[src/rtl/mc_control_pkg.sv]
// Shared types and encodings for the multicycle MIPS control unit.
// State enum, ALU operation codes, opcode/funct values and mux selects.
package mc_control_pkg;

   typedef enum logic [3:0] {
      S_IDLE,
      S_FETCH,
      S_DECODE,
      S_R_EXEC,
      S_R_WB,
      S_I_EXEC,
      S_I_WB,
      S_MEM_ADDR,
      S_MEM_READ,
      S_MEM_WB,
      S_MEM_WRITE,
      S_BRANCH,
      S_JUMP,
      S_TRAP
   } state_e;

   typedef enum logic [2:0] {
      CLS_NONE,
      CLS_ADD,
      CLS_SUB,
      CLS_R,
      CLS_I
   } alu_cls_e;

   localparam logic [4:0] ALU_AND     = 5'b00000;
   localparam logic [4:0] ALU_OR      = 5'b00001;
   localparam logic [4:0] ALU_ADD     = 5'b00010;
   localparam logic [4:0] ALU_SUB     = 5'b00110;
   localparam logic [4:0] ALU_PASS_D2 = 5'b00111;
   localparam logic [4:0] ALU_NOR     = 5'b01100;
   localparam logic [4:0] ALU_SLL     = 5'b01101;
   localparam logic [4:0] ALU_SRL     = 5'b01110;
   localparam logic [4:0] ALU_SRA     = 5'b01111;
   localparam logic [4:0] ALU_SLT     = 5'b10000;

   localparam logic [5:0] OP_RTYPE = 6'b000000;
   localparam logic [5:0] OP_J     = 6'b000010;
   localparam logic [5:0] OP_BEQ   = 6'b000100;
   localparam logic [5:0] OP_BNE   = 6'b000101;
   localparam logic [5:0] OP_ADDI  = 6'b001000;
   localparam logic [5:0] OP_ADDIU = 6'b001001;
   localparam logic [5:0] OP_SLTI  = 6'b001010;
   localparam logic [5:0] OP_ANDI  = 6'b001100;
   localparam logic [5:0] OP_ORI   = 6'b001101;
   localparam logic [5:0] OP_LUI   = 6'b001111;
   localparam logic [5:0] OP_LW    = 6'b100011;
   localparam logic [5:0] OP_SW    = 6'b101011;

   localparam logic [5:0] FN_SLL  = 6'b000000;
   localparam logic [5:0] FN_SRL  = 6'b000010;
   localparam logic [5:0] FN_SRA  = 6'b000011;
   localparam logic [5:0] FN_ADD  = 6'b100000;
   localparam logic [5:0] FN_ADDU = 6'b100001;
   localparam logic [5:0] FN_SUB  = 6'b100010;
   localparam logic [5:0] FN_SUBU = 6'b100011;
   localparam logic [5:0] FN_AND  = 6'b100100;
   localparam logic [5:0] FN_OR   = 6'b100101;
   localparam logic [5:0] FN_NOR  = 6'b100111;
   localparam logic [5:0] FN_SLT  = 6'b101010;

   localparam logic [1:0] PCS_ALU  = 2'b00;
   localparam logic [1:0] PCS_BR   = 2'b01;
   localparam logic [1:0] PCS_JMP  = 2'b10;
   localparam logic [1:0] PCS_TRAP = 2'b11;

   localparam logic [1:0] SRCB_RT     = 2'b00;
   localparam logic [1:0] SRCB_FOUR   = 2'b01;
   localparam logic [1:0] SRCB_IMM    = 2'b10;
   localparam logic [1:0] SRCB_IMM_SH = 2'b11;

   function automatic logic is_itype(input logic [5:0] op);
      return op == OP_ADDI || op == OP_ADDIU ||
             op == OP_ANDI || op == OP_ORI ||
             op == OP_SLTI || op == OP_LUI;
   endfunction

endpackage

[src/rtl/alu_decode.sv]
// Maps the state's ALU class plus opcode/funct to an ALU operation.
// legal drops when an R funct or I opcode has no mapping.
module alu_decode
   import mc_control_pkg::*;
(
   input  alu_cls_e    cls,
   input  logic [5:0]  opcode,
   input  logic [5:0]  funct,
   output logic [4:0]  aluctrl,
   output logic        legal
);

   always_comb begin
      aluctrl = ALU_AND;
      legal   = 1'b1;
      case (cls)
         CLS_ADD: aluctrl = ALU_ADD;
         CLS_SUB: aluctrl = ALU_SUB;
         CLS_R: begin
            case (funct)
               FN_ADD, FN_ADDU: aluctrl = ALU_ADD;
               FN_SUB, FN_SUBU: aluctrl = ALU_SUB;
               FN_AND:          aluctrl = ALU_AND;
               FN_OR:           aluctrl = ALU_OR;
               FN_NOR:          aluctrl = ALU_NOR;
               FN_SLT:          aluctrl = ALU_SLT;
               FN_SLL:          aluctrl = ALU_SLL;
               FN_SRL:          aluctrl = ALU_SRL;
               FN_SRA:          aluctrl = ALU_SRA;
               default:         legal   = 1'b0;
            endcase
         end
         CLS_I: begin
            case (opcode)
               OP_ADDI, OP_ADDIU: aluctrl = ALU_ADD;
               OP_ANDI:           aluctrl = ALU_AND;
               OP_ORI:            aluctrl = ALU_OR;
               OP_SLTI:           aluctrl = ALU_SLT;
               OP_LUI:            aluctrl = ALU_PASS_D2;
               default:           legal   = 1'b0;
            endcase
         end
         default: ;
      endcase
   end

endmodule

[src/rtl/mc_control.sv]
// Multicycle MIPS control FSM driving datapath enables and the memory port.
// Define MC_CONTROL_TRAP_EN to trap illegal instructions instead of NOP.
module mc_control
   import mc_control_pkg::*;
#(
   parameter int ALUCTRL_W = 5,
   parameter int OP_W      = 6
) (
   input  logic                 clk,
   input  logic                 rst,
   input  logic [OP_W-1:0]      opcode,
   input  logic [OP_W-1:0]      funct,
   input  logic                 zero_in,
   input  logic                 mem_ready,
   output logic                 mem_req,
   output logic                 mem_we,
   output logic                 i_or_d,
   output logic                 ir_write,
   output logic                 pc_write,
   output logic [1:0]           pc_source,
   output logic                 alu_src_a,
   output logic [1:0]           alu_src_b,
   output logic [ALUCTRL_W-1:0] aluctrl,
   output logic                 reg_write,
   output logic                 reg_dst,
   output logic                 mem_to_reg,
   output logic                 illegal
);

`ifdef MC_CONTROL_TRAP_EN
   localparam state_e ILL_NEXT = S_TRAP;
`else
   localparam state_e ILL_NEXT = S_FETCH;
`endif

   state_e     state, next;
   alu_cls_e   cls;
   logic [4:0] dec_alu;
   logic       dec_legal;

   alu_decode u_dec (
      .cls     (cls),
      .opcode  (opcode),
      .funct   (funct),
      .aluctrl (dec_alu),
      .legal   (dec_legal)
   );

   always_ff @(posedge clk or posedge rst) begin
      if (rst) state <= S_IDLE;
      else     state <= next;
   end

   always_comb begin
      case (state)
         S_FETCH, S_DECODE, S_MEM_ADDR: cls = CLS_ADD;
         S_BRANCH:                      cls = CLS_SUB;
         S_R_EXEC:                      cls = CLS_R;
         S_I_EXEC:                      cls = CLS_I;
         default:                       cls = CLS_NONE;
      endcase
   end

   always_comb begin
      next = state;
      case (state)
         S_IDLE:  next = S_FETCH;
         S_FETCH: if (mem_ready) next = S_DECODE;
         S_DECODE: begin
            case (opcode)
               OP_RTYPE:     next = S_R_EXEC;
               OP_LW, OP_SW: next = S_MEM_ADDR;
               OP_BEQ,
               OP_BNE:       next = S_BRANCH;
               OP_J:         next = S_JUMP;
               default:      next = is_itype(opcode) ? S_I_EXEC
                                                     : ILL_NEXT;
            endcase
         end
         S_R_EXEC:    next = dec_legal ? S_R_WB : ILL_NEXT;
         S_I_EXEC:    next = S_I_WB;
         S_MEM_ADDR:  next = (opcode == OP_SW) ? S_MEM_WRITE
                                               : S_MEM_READ;
         S_MEM_READ:  if (mem_ready) next = S_MEM_WB;
         S_MEM_WRITE: if (mem_ready) next = S_FETCH;
         S_R_WB, S_I_WB, S_MEM_WB,
         S_BRANCH, S_JUMP, S_TRAP:
                      next = S_FETCH;
         default:     next = S_IDLE;
      endcase
   end

   always_comb begin
      mem_req    = 1'b0;
      mem_we     = 1'b0;
      i_or_d     = 1'b0;
      ir_write   = 1'b0;
      pc_write   = 1'b0;
      pc_source  = PCS_ALU;
      alu_src_a  = 1'b0;
      alu_src_b  = SRCB_RT;
      aluctrl    = ALUCTRL_W'(dec_alu);
      reg_write  = 1'b0;
      reg_dst    = 1'b0;
      mem_to_reg = 1'b0;
      illegal    = 1'b0;
      case (state)
         S_FETCH: begin
            mem_req   = 1'b1;
            alu_src_b = SRCB_FOUR;
            ir_write  = mem_ready;
            pc_write  = mem_ready;
         end
         S_DECODE: alu_src_b = SRCB_IMM_SH;
         S_R_EXEC: alu_src_a = 1'b1;
         S_R_WB: begin
            reg_write = 1'b1;
            reg_dst   = 1'b1;
         end
         S_I_EXEC, S_MEM_ADDR: begin
            alu_src_a = 1'b1;
            alu_src_b = SRCB_IMM;
         end
         S_I_WB: reg_write = 1'b1;
         S_MEM_READ: begin
            mem_req = 1'b1;
            i_or_d  = 1'b1;
         end
         S_MEM_WB: begin
            reg_write  = 1'b1;
            mem_to_reg = 1'b1;
         end
         S_MEM_WRITE: begin
            mem_req = 1'b1;
            mem_we  = 1'b1;
            i_or_d  = 1'b1;
         end
         // Only output that depends on a live datapath flag
         S_BRANCH: begin
            alu_src_a = 1'b1;
            pc_source = PCS_BR;
            pc_write  = (opcode == OP_BNE) ? ~zero_in : zero_in;
         end
         S_JUMP: begin
            pc_write  = 1'b1;
            pc_source = PCS_JMP;
         end
`ifdef MC_CONTROL_TRAP_EN
         S_TRAP: begin
            illegal   = 1'b1;
            pc_write  = 1'b1;
            pc_source = PCS_TRAP;
         end
`endif
         default: ;
      endcase
   end

endmodule

[config.mk]
export PLATFORM = sky130hd
export DESIGN_NAME = mc_control
export DESIGN_NICKNAME = d
export VERILOG_FILES = /design/src/rtl/mc_control_pkg.sv /design/src/rtl/alu_decode.sv /design/src/rtl/mc_control.sv
export SDC_FILE = /design/constraint.sdc
export NUM_CORES = 1
export LEC_CHECK = 0
export CAP_MARGIN = 25
export CORE_MARGIN = 2
export CORE_UTILIZATION = 43
export CTS_BUF_LIST = sky130_fd_sc_hd__clkbuf_8
export DETAILED_ROUTE_END_ITERATION = 6
export GPL_TIMING_DRIVEN = 0
export HOLD_SLACK_MARGIN = 0.03
export PLACE_DENSITY_LB_ADDON = 0.3
export SYNTH_ARGS = -nofsm -noshare
export SYNTH_HDL_FRONTEND = slang
export SYNTH_SLANG_ARGS = --single-unit
[constraint.sdc]
create_clock -name clk -period 3.7 [get_ports clk]
set_input_delay 1.11 -clock clk [delete_from_list [all_inputs] [get_ports clk]]
set_output_delay 1.11 -clock clk [all_outputs]
set_load 0.005 [all_outputs]
======== After elaboration in Yosys (flattened, before gate mapping) ========
Index checks and enable logic that the tools add are counted.
operators by class
  reductions and logical operators ........ 23
  mux-type cells .......................... 27
  bitwise logic cells ..................... 1
  equal/unequal tests ..................... 41
operators by type and width
  kind                                                             number
  6-bit == test, second input constant                             10
  5-bit case mux with 4 select lines                               2
  5-bit case mux with 8 select lines                               1
  6-bit by 4-bit == test with 1-bit output, second input constant  6
  4-bit case mux with 8 select lines                               1
  4-bit == test, second input constant                             6
  6-bit by 2-bit == test with 1-bit output, second input constant  3
  4-bit by 3-bit == test with 1-bit output, second input constant  4
  4-bit case mux with 4 select lines                               1
  2-bit OR reduction                                               7
  6-bit by 3-bit == test with 1-bit output, second input constant  2
  6-bit logical NOT                                                2
  4-bit two-way mux                                                3
  3-bit case mux with 4 select lines                               1
  1-bit two-way mux                                                11
  11-bit OR reduction                                              1
  3-bit OR reduction                                               3
  4-bit by 2-bit == test with 1-bit output, second input constant  2
  7-bit OR reduction                                               1
  3-bit by 2-bit == test with 1-bit output, second input constant  2
  3-bit two-way mux                                                2
  2-bit inequality test, second input constant                     3
  2-bit case mux with 3 select lines                               1
  6-bit OR reduction                                               1
  other kinds (12)                                                 16
word-level totals
  register bits ........................... 4
  input bits .............................. 16
  output and inout port bits .............. 19
  logic and storage cells ................. 93

======== Longest topological paths before layout ========
Gate-level depths: netlist of the first run.
  depth in word-level cells ............... 9
  mapped depth ............................ 6
  gate-level depth less buffers ........... 5

======== Cells and area by module ========
Synthesis of the first run repeated with hierarchy kept, for this count alone.
unflattened totals
  cell total of the unflattened synthesis .. 140
  area, all modules ....................... 903.4 sq um
by module, submodules not included
  module      times used  seq. area each (sq um)  area each (sq um)  cells each
  mc_control  1           100.1                   609.3              90
  alu_decode  1           0.0                     294.0              50

======== Least setup slack after synthesis of the first run ========
No wires, ideal clock.
  path kind ............................... input port to output port
  start ................................... input opcode[2]
  end ..................................... output aluctrl[1]
  data arrival time ....................... 2,181 ps
  buffers on the path ..................... 1
  data required time ...................... 2,590 ps
  setup slack ............................. 409 ps
  stages on the path ...................... 6
  path through ............................ clkbuf_1 -> nand2_1 -> or4_1 -> a21oi_1 -> o2111ai_1 -> o311ai_1
on the way
  word-level cells in the longest chain between the ends .. 4
  elaborated cells between the ends (all ways) .. 8
  those cells by class .................... eq/ne: 5; mux: 2; reduce/logical: 1
RTL lines
  item                                      line              text
  from (decl)                               mc_control.sv:11  input logic [OP_W-1:0] opcode,
  6-bit by 4-bit == test with 1-bit output  alu_decode.sv:34  case (opcode)
  2-bit OR reduction                        -
  5-bit case mux with 4 select lines (*)    alu_decode.sv:34
  5-bit case mux with 4 select lines (*)    alu_decode.sv:16  case (cls)
  to (decl)                                 mc_control.sv:23  output logic [ALUCTRL_W-1:0] aluctrl,
Mark *: on every way between the ends. The rest lies on a longest branch, timed or not.

======== Final worst setup path of the first run ========
  start ................................... input funct[4]
  end ..................................... output aluctrl[2]
on the way
  word-level cells in the longest chain between the ends .. 4
  elaborated cells between the ends (all ways) .. 14
  those cells by class .................... eq/ne: 9; mux: 2; reduce/logical: 3
RTL lines
  item                                    line              text
  from (decl)                             mc_control.sv:12  input logic [OP_W-1:0] funct,
  6-bit == test                           alu_decode.sv:20  case (funct)
  2-bit OR reduction                      -
  5-bit case mux with 8 select lines (*)  alu_decode.sv:20
  5-bit case mux with 4 select lines (*)  alu_decode.sv:16
Marked as above.

==> results.toml, run 1 <==
[floorplan]
fp.dieH_um = 46.3
num_rows = 15
die_width_um = 46.3
start_util_pct = 45.0
die_area_um2 = 2140
core_area_um2 = 1710
io-pin-count = 35

[placed_design]
hpwlAfterDp_um = 1760
place_inst = 177
gp_congestion = 0.833
place_ws_ns = -0.713
io_buffer_count = 30

[clock_tree]
cts.clk_slew.worst_paths_ns = 0.03
clockBufferDepth = 2
ctsHoldBuffers = 0
clock-sinks = 4
cts_tree = "done"
clock_latency_ns = 0.22
root_buffer = "clkbuf_8"
htreeDepth = 1
numCtsBuffers = 3

[routing]
drtIter0Drc = 35
drc = 0
routed-via-count = 1045
first_pass_iters = 4
viasPerCell = 5.77
avgRoutedWirePerCell_um = 13.7
drt-total-wl_um = 2480
ant_nets = 0

[logic_synthesis]
yosysMostFrequentCell = "nor2_1"
syn_area_per_cell_um2 = 6.30
synth_nets = 138
synth_largest_area_cell = "dfrtp_1"
yosysWarnings = 0
yosys.area.top_type_share_pct = 13.0
ys_async_sr_fraction_pct = 100
ys_types = 45
ys_seq_elements = 4
synth_seq_area_share_pct = 13.0
synthTopCellsByCount = "nor2_1, nand2_1"
synth-main-ff-cell = "dfrtp_1"
synth_cells = 122
synth.area.top_cells = "dfrtp_1, nor2_1, nand2_1, nand2b_1, a21oi_1"
synth.cell_area_um2 = 768
synth_edf_count = 0

[outcome]
status = "complete, no violations"

[job]
maxCapViolCount = 0

[sta]
worstMarginPinSlew_ns = 0.501
hold_viol_final = 0
timing_max_transition_violations_final = 0
fin_tns_setup_ns = 0
fin_crit_ns = 3.65
skew_ns = 0.00607
setup_viol = 0
timing.fmax_mhz = 274
fin_ws_ns = 0.0512
relSlewSlack_pct = 66.6
fin_crit_sh_pct = 98.6

[layout]
diodes = 0
largest_reg_flops = 4
utilization_pct = 69.4
regMostFlops = "state"
num-fill-cells = 150
synthToLayoutAreaGrowth_pct = 54.2
layout-drive-gt1-share_pct = 17.3
nNetsFinal = 174
top_regs = "state: 4 flops"
layout.cells.non_filler = 181

[worst_setup_path]
crit_start = "funct[4]"
worstSetupPathType = "primary input to primary output"
cp.required_ns = 2.59
crit_fanout = 4
end_kind = "primary output"
reg2regPathDepth = 5
crit_path_start_kind = "primary input"
r2r-start = "state[2]"
r2r_setup_slack_ns = 1.94
crit_end = "aluctrl[2]"
arrival_ns = 2.54
r2r_end = "state[0]"

[grt]
antenna_found_initial = 0
grt_use_total_pct = 24.9
grt_pass1_vias = 919
grt_max_degree = 11
grt_pass1_wl_um = 3920
overflow = 0

[power_and_ir_drop]
peakVddDrop_mv = 0.369
power_density_nw_per_um2 = 497
p_leak_uw = 0.000491

[worst_hold_path]
hp-class = "flop to flop"
==> report_power, final <==
group	total, µW	switching (µW)	leakage (µW)	internal (µW)
registers	88.5	29.8	0.0000517	58.7
clock network	92.7	23.3	0.0000216	69.4
logic	407	197	0.000418	211
==> what timing repair did <==
item | in CTS | in global routing
resized for setup | 22 | 20
cloned | 0 | 0
setup buffers | 1 | 0
pin swaps | 2 | 4
hold endpoints to repair | 0 | 0
endpoints found under the setup margin | 6 | 4
==> through the flow <==
step / power [µW] / hold WS [ns] / instance area, µm²
final: 589 / 0.798 / 1180
after global routing: 642 / 0.838 / 1180
after CTS: 562 / 0.796 / 1170
after detailed placement: 471 / 0.785 / 1100
after global placement: 464 / 0.759 / 1100
after floorplan: 301 / 0.694 / 768
==> how the worst min path moves through the flow <==
stage / cells past startpoint / slack (ns) / endpoint / from
3_5_place_dp: 3 / 0.79 / state[0] / state[2]
3_3_place_gp: 3 / 0.76 / state[0] / state[2]
6_report: 3 / 0.80 / state[0] / state[2]
5_1_grt: 3 / 0.84 / state[0] / state[2]
4_1_cts: 3 / 0.80 / state[0] / state[2]
2_1_floorplan: 2 / 0.69 / state[0] / state[1]
==> cells in the final DEF (no fill, tap or decap), drive strengths merged, types with 2 or more instances in the layout <==
cell type      instances
a21oi                  7
and3                   2
buf                    4
clkbuf                14
clkdlybuf4s50         17
dfrtp                  4
dlygate4sd2            5
dlymetal6s2s           2
inv                    7
nand2                 14
nand2b                 7
nand3                  3
nor2                  15
nor2b                  3
nor3                   7
nor3b                  2
o211ai                 2
o21ai                  7
o22ai                  3
o311ai                 2
or2                    3
or3                    4
==> logic make-up after synthesis <==
group,after synthesis,share of synthesized area [%]
AND/OR/NAND/NOR,65,44.5
buffers and inverters,15,7.82
XOR/XNOR,1,1.14
flip-flops,4,13.0
multiplexers,1,1.30
other,1,0.488
AO/OA/AOI/OAI,35,31.8
==> worst max-delay path: stages <==
cell and delay, ns:
clkdlybuf4s50_1 0.45, or3_4 0.41, nand2b_4 0.16, o211ai_1 0.16, dlygate4sd2_1 0.25
==> metal layers <==
layer  global-route usage (%)  vias up  part of all wire (%)
met3                     4.71        4                   6.3
li1                         -      513                     -
met4                     6.86        0                  0.89
met2                     41.4       54                    49
met5                        0        -                     0
met1                     32.5      474                    43
==> area by class of cell <==
cell class / count / area (µm²) / area share [%]
Multi-Input combinational cell: 103 / 674 / 56.9
Timing Repair Buffer: 31 / 277 / 23.3
Sequential cell: 4 / 100 / 8.45
Clock buffer: 3 / 41.3 / 3.48
Buffer: 8 / 35.0 / 2.96
Tap cell: 25 / 31.3 / 2.64
Inverter: 7 / 26.3 / 2.22
Power figures use the tool's default switching activity.
==> inputs of run 2 (changes only) <==
ABC_CLOCK_PERIOD_IN_PS = 3700   (was not set)
CORE_UTILIZATION = 40   (was 43)
==> results.toml, run 2 (synthesized netlist as in run 1, its figures left out) <==
[routing]
drtIter0Drc = 28
routed-via-count = 1082
first_pass_iters = 4
drt-total-wl_um = 2650
avgRoutedWirePerCell_um = 13.9
drc = 0
viasPerCell = 5.69
ant_nets = 0

[layout]
synthToLayoutAreaGrowth_pct = 62.4
top_regs = "state: 4 flops"
regMostFlops = "state"
final_common_cell = "clkdlybuf4s50_1"
nNetsFinal = 183
layout.cells.non_filler = 190
final_cell_mix = "clkdlybuf4s50_1, nor2_1, nand2_1, buf_4, dlygate4sd2_1"
multi_input_area_um2 = 654
diodes = 0
register_area_um2 = 100
largest_reg_flops = 4
num-fill-cells = 161
layout-drive-gt1-share_pct = 18.8
fin_area_um2 = 1250

[worst_setup_path]
cp_cell_sequence = "dlygate4sd2_1 > nand2b_4 > or4_4 > a21oi_2 > o2111ai_2 > o311ai_1 > buf_2"
worstSetupPathType = "primary input to primary output"
cp.required_ns = 2.59
crit_fanout = 3
slowest_stage = "or4_4"
arrival_ns = 2.57
end_kind = "primary output"
r2r_setup_slack_ns = 2.05
crit_path_start_kind = "primary input"
max_stage_delay_ns = 0.49

[sta]
hold_slack_ns = 0.775
timing_max_transition_violations_final = 0
fin_crit_ns = 3.68
timing.fmax_mhz = 272
grt_setup_unrepaired = "true"
skew_ns = 0.000647
setup_viol = 0
hold_viol_final = 0
fin_tns_setup_ns = 0
fin_crit_sh_pct = 99.5

[power_and_ir_drop]
p_int_uw = 332
p_leak_uw = 0.000530
switching_share_pct = 41.8
power_density_nw_per_um2 = 457
power_switching_uw = 238
seqPwrFrac_pct = 15.1
clockPowerShare_pct = 15.8
p_comb_share_pct = 69.0
peakVddDrop_mv = 0.324

[grt]
grt_max_degree = 11
grt_pass1_vias = 935
antenna_found_initial = 0
overflow = 0
grt_pass1_wl_um = 4060
grt_use_total_pct = 25.0

[floorplan]
fp.dieH_um = 47.8
num_rows = 15
io-pin-count = 35
die_area_um2 = 2290
core_area_um2 = 1760
die_width_um = 47.8
start_util_pct = 43.5

[placed_design]
place_inst = 177
placed_area_um2 = 1100
gp_congestion = 0.854
io_buffer_count = 30
hpwlAfterDp_um = 1780

[clock_tree]
cts.clk_slew.worst_paths_ns = 0.03
clock_latency_ns = 0.21
numCtsBuffers = 3
root_buffer = "clkbuf_8"
clock-sinks = 4
htreeDepth = 1
cts_tree = "done"
ctsHoldBuffers = 0
clockBufferDepth = 2

[worst_hold_path]
hp-class = "flop to flop"

[job]
maxCapViolCount = 0

[outcome]
status = "complete, no violations"
-- run 2: area by class of cell --
class / count / share of cell area, %
Inverter: 7 / 2.11
Buffer: 8 / 2.81
Tap cell: 25 / 2.51
Sequential cell: 4 / 8.02
Multi-Input combinational cell: 103 / 52.5
Timing Repair Buffer: 40 / 28.8
Clock buffer: 3 / 3.31
-- run 2: final timing paths --
path | from | to | depth (start not counted)
min | state[1] | state[0] | 2
min reg2reg | state[1] | state[0] | 2
max in group asynchronous | rst | state[1] | 2
max reg2reg | state[2] | state[0] | 5
max | opcode[4] | aluctrl[1] | 7
min in group asynchronous | rst | state[3] | 2
-- run 2: power groups by stage --
stage / Sequential, µW / Clock (µW) / Combinational [µW]
6_report: 86.3 / 90.3 / 394
5_1_grt: 90.2 / 99.7 / 432
4_1_cts: 85.7 / 93.2 / 380
3_5_place_dp: 86.2 / 0 / 383
3_3_place_gp: 85.7 / 0 / 380
2_1_floorplan: 79.6 / 0 / 221
-- run 2: layer usage --
layer,wire length [µm],GRT usage (%),up-vias
met5,0,0,-
met3,167,3.40,6
met2,1290,41.1,44
li1,-,-,531
met4,44,10.8,0
met1,1150,32.7,501
-- run 2: timing repair --
action                                  in CTS  in global routing
endpoints found under the setup margin       6                  3
pin swaps                                    2                  2
resized for setup                           23                 10
setup buffers                               10                  0
gates cloned                                 0                  0
hold endpoints to repair                     0                  0
-- run 2: worst max-delay path: cells and delay by family --
kind                   cells  cell delay (ns)
AOI/OAI and AO/OA          3             0.38
buffers and inverters      2             0.43
and+or+nand+nor            2             0.65
-- run 2: stage by stage --
| stage | util [%] | total power [µW] | worst slack, ns |
|---|---|---|---|
| 3_5_place_dp | 62.3 | 470 | -0.753 |
| 2_1_floorplan | - | 301 | 0.409 |
| 5_1_grt | 70.7 | 622 | -0.0699 |
| 6_report | 70.7 | 570 | 0.0185 |
| 4_1_cts | 69.9 | 559 | 0.00534 |
| 3_3_place_gp | 62.3 | 466 | -0.738 |
